File: src/rtl/pipe_stage_skid.sv
// Valid/ready pipeline register with a 2-entry skid buffer; flush inserts a NOP bubble.
// Latency 1 cycle; in_ready comes from registered state only. Optional stats: PIPE_STAGE_STATS_EN.
module pipe_stage_skid #(
    parameter int                DATA_W  = 32,
    parameter int                PC_W    = 32,
    parameter logic [DATA_W-1:0] NOP_VAL = '0,
    parameter int                CNT_W   = 16
) (
    input  logic              clk,
    input  logic              rst,
    input  logic              flush,
    input  logic              in_valid,
    output logic              in_ready,
    input  logic [DATA_W-1:0] in_data,
    input  logic [PC_W-1:0]   in_pc,
    output logic              out_valid,
    input  logic              out_ready,
    output logic [DATA_W-1:0] out_data,
    output logic [PC_W-1:0]   out_pc,
    output logic [CNT_W-1:0]  stall_cnt,
    output logic [CNT_W-1:0]  flush_cnt
);

    typedef enum logic [1:0] {EMPTY, ONE, TWO} state_t;

    state_t            state;
    logic [DATA_W-1:0] main_data;
    logic [PC_W-1:0]   main_pc;
    logic [DATA_W-1:0] skid_data;
    logic [PC_W-1:0]   skid_pc;
    logic              accept;
    logic              drain;

    assign in_ready  = (state != TWO) & ~rst;
    assign out_valid = (state != EMPTY);
    assign out_data  = main_data;
    assign out_pc    = main_pc;
    assign accept    = in_valid & in_ready;
    assign drain     = out_valid & out_ready;

    // MAIN always drives the outputs; SKID only absorbs the one extra beat
    // that arrives while downstream is stalled.
    always_ff @(posedge clk) begin
        if (rst) begin
            state     <= EMPTY;
            main_data <= NOP_VAL;
            main_pc   <= '0;
            skid_data <= '0;
            skid_pc   <= '0;
        end else if (flush) begin
            state     <= EMPTY;
            main_data <= NOP_VAL;
        end else begin
            case (state)
                EMPTY: begin
                    if (accept) begin
                        main_data <= in_data;
                        main_pc   <= in_pc;
                        state     <= ONE;
                    end
                end
                ONE: begin
                    if (accept && drain) begin
                        main_data <= in_data;
                        main_pc   <= in_pc;
                    end else if (accept) begin
                        skid_data <= in_data;
                        skid_pc   <= in_pc;
                        state     <= TWO;
                    end else if (drain) begin
                        main_data <= NOP_VAL;
                        state     <= EMPTY;
                    end
                end
                TWO: begin
                    if (drain) begin
                        main_data <= skid_data;
                        main_pc   <= skid_pc;
                        state     <= ONE;
                    end
                end
                default: state <= EMPTY;
            endcase
        end
    end

`ifdef PIPE_STAGE_STATS_EN
    logic [1:0]     held;
    logic [1:0]     discard;
    logic [CNT_W:0] flush_sum;

    assign held      = (state == TWO) ? 2'd2 : (state == ONE) ? 2'd1 : 2'd0;
    // An entry taken by downstream on the flush cycle is not a loss.
    assign discard   = held - {1'b0, drain};
    assign flush_sum = {1'b0, flush_cnt} + {{(CNT_W-1){1'b0}}, discard};

    always_ff @(posedge clk) begin
        if (rst) begin
            stall_cnt <= '0;
            flush_cnt <= '0;
        end else if (flush) begin
            flush_cnt <= flush_sum[CNT_W] ? {CNT_W{1'b1}} : flush_sum[CNT_W-1:0];
        end else if (out_valid && !out_ready && (stall_cnt != {CNT_W{1'b1}})) begin
            stall_cnt <= stall_cnt + 1'b1;
        end
    end
`else
    assign stall_cnt = '0;
    assign flush_cnt = '0;
`endif

endmodule
File: config.mk
export PLATFORM = sky130hd
export DESIGN_NAME = pipe_stage_skid
export DESIGN_NICKNAME = d
export VERILOG_FILES = /design/src/rtl/pipe_stage_skid.sv
export SDC_FILE = /design/constraint.sdc
export NUM_CORES = 1
export LEC_CHECK = 0
export ABC_AREA = 1
export BUFFER_PORTS_ARGS = -buffer_cell sky130_fd_sc_hd__buf_2
export CAP_MARGIN = 10
export CORE_UTILIZATION = 45
export CTS_CLUSTER_SIZE = 16
export DETAILED_ROUTE_END_ITERATION = 7
export PLACE_DENSITY = 0.79
export SLEW_MARGIN = 20
export SYNTH_ARGS = -nofsm -noshare
export SYNTH_HDL_FRONTEND = slang
export SYNTH_SLANG_ARGS = --single-unit
File: constraint.sdc
create_clock -name clk -period 3.7 [get_ports clk]
set_input_delay 1.11 -clock clk [delete_from_list [all_inputs] [get_ports clk]]
set_output_delay 1.11 -clock clk [all_outputs]
set_load 0.02 [all_outputs]
==> flow_summary_export.csv <==
group,metric,value,unit
layout,register_area,2600,um2
sta,fmax,364,MHz
synth,synth_top_flop_cell,"dfxtp_1",
clock_tree,clk_pin_slew,60,ps
synth,yosysMostFrequentCell,"nor2_1",
synth,ys_seq_area_frac,0.421,
sta,rsz0062_at_grt,"false",
sta,worst_pin_slew,1000,ps
setup_path,cp-start-kind,"flop",
floorplan,dieArea,14200,um2
floorplan,die_w,119,um
clock_tree,clockRootBuffer,"clkbuf_16",
clock_tree,cts_buffer_depth,2,
clock_tree,clock-sinks,130,
detailed_routing,drcViolationCount,0,
power_and_ir_drop,ir_drop,0.274,mV
clock_tree,htree_levels,4,
power_and_ir_drop,static-leakage-power,3.56,nW
setup_path,endpoint_kind,"flop",
global_route,antenna_found_initial,0,
floorplan,start_util,0.464,
power_and_ir_drop,power,4.06,mW
clock_tree,hold_buffers,0,
layout,fillers,1252,
sta,fin_setup_tns,0,ps
detailed_routing,first_iter_violations,509,
job,cap_violations,0,
place,routabilityCongestion,0.762,
synth,synthCells,911,
sta,setup_viol,0,
global_route,grt_max_degree,65,
setup_path,critPathRequiredTime,4050,ps
layout,fin_util,0.549,
detailed_routing,wl,15400,um
global_route,track_usage,0.221,
synth,synth_seq_cells,130,
place,portBuffers,134,
global_route,grt_pass1_wl,25000,um
layout,syn_to_final_growth,18.5,%
setup_path,arrival,3100,ps
detailed_routing,ant_nets,0,
detailed_routing,vias_per_cell,4.87,
clock_tree,post_cts_buffers,0,
synth,synthTopCellsByCount,"229 x nor2_1, 169 x nand2_1, 130 x dfxtp_1",
sta,report.final.slew_viol_count,0,
layout,nNetsFinal,1084,
floorplan,rows,42,
clock_tree,cts_made_buffers,17,
floorplan,core_area,13300,um2
layout,n_antenna_cell,0,
sta,finalHoldViolations,0,
synth,synth_edf_count,0,
global_route,grt_pass1_vias,5263,
detailed_routing,vias,5847,
layout,multiInputGateArea,2800,um2
synth,synth_cell_types,23,
clock_tree,clock_latency,420,ps
sta,clock_skew,11.2,ps
worst_hold_path,worstHoldPathType,"flop to flop",
synth,yosysTopAreaCell,"dfxtp_1",
clock_tree,post_cts_resized,0,
synth,synth_top_cells_by_area,"dfxtp_1 42%, nor2_1 14%, nand2_1 10%",
sta,slew_headroom,0.332,
place,dp_hpwl,9120,um
global_route,overflow,0,
clock_tree,cts_tree,"done",
synth,synth_top_area_frac,0.421,
detailed_routing,routedWlPerCell,12.8,um
power_and_ir_drop,powerDensity,553,nW/um2
setup_path,worstSetupPathType,"flop to flop",
detailed_routing,first_pass_iters,7,
floorplan,chipHeight,119,um
sta,post-route-min-period,2750,ps
layout,final_layout_size_suffix_gt1_frac,0.185,
synth,avgSynthCellArea,6.79,um2
floorplan,boundaryPins,167,
setup_path,crit_path_max_fanout,34,
synth,ys.warnings.count,0,
sta,fin_crit_sh,0.743,
synth,syn_area,6190,um2
synth,synthArstFlopShare,0,
outcome,status,"finished, final reports clean",
==> final timing paths <==
path / start / endpoint / slack (ps) / cells past startpoint
worst max-delay path: state[0] / out_pc[17] / 950 / 9
worst min register to register: out_pc[20] / out_pc[20] / 480 / 2
worst min-delay path: out_pc[20] / out_pc[20] / 480 / 2
worst max register to register: state[0] / out_pc[17] / 950 / 9
==> per-stage QoR <==
stage | instances | area [um2] | hold slack (ps) | setup slack [ps]
after detailed placement | 1168 | 6670 | 467 | 846
after floorplan | 942 | 6300 | 454 | 1350
after CTS | 1200 | 7330 | 481 | 922
after global placement | 1168 | 6670 | 458 | 909
final | 1200 | 7330 | 477 | 952
after global routing | 1200 | 7330 | 497 | 657
==> area by class of cell <==
type,instances,area share
multi-input cells,644,0.382
flip-flops and latches,130,0.355
repair buffers,143,0.104
clock buffers,18,0.0585
inverters,75,0.0386
clock inverters,14,0.0319
well taps,176,0.0300
==> metal layers <==
metal / vias to the layer above / share of wire / GRT usage
li1: 3008 / - / -
met1: 2606 / 0.45 / 0.271
met2: 214 / 0.47 / 0.369
met3: 19 / 0.068 / 0.0632
met4: 0 / 0.012 / 0.0744
met5: - / 0 / 0
==> placed cells by master, fill, tap and decap left out, types with 5 or more instances in the layout <==
cell       instances
buf_2            134
buf_4              7
bufinv_16          6
nor2_1           227
a21oi_1           65
nand2_1          169
nand3_1           38
dfxtp_1          130
conb_1            32
clkinv_2           5
clkbuf_16         17
o21ai_1           60
inv_1             69
nand4_1           34
inv_2              5
==> cells by family (layout without fill, tap and decap cells) <==
kind of cell | Yosys count | after routing | share of synthesized area
AOI/OAI and AO/OA | 131 | 131 | 0.107
adders and majority gates | 4 | 4 | 0.00809
buffers and inverters | 168 | 250 | 0.147
DFF | 130 | 130 | 0.421
other | 1 | 32 | 0.000606
and+or+nand+nor | 477 | 477 | 0.316
==> critical path, cell delays in order, from the launching register on <==
cell and delay (ps):
dfxtp_1 350, inv_1 80, ha_1 300, inv_2 510, o21bai_2 100, nand2_2 370, nand2_2 110, nor2_4 620
nor2_1 90, nor2_1 140
==> registers in the layout, summed over array words and instances (netlist names) <==
register,count
out_data,32
out_pc,32
skid_data,32
skid_pc,32
state,2
==> power by group <==
part           total [mW]  internal, mW  switching (mW)
registers            1.51          1.47          0.0354
clock network        1.89          1.26           0.625
logic               0.665         0.212           0.452
total                4.06          2.95            1.11
(Power assumes the default switching activity.)
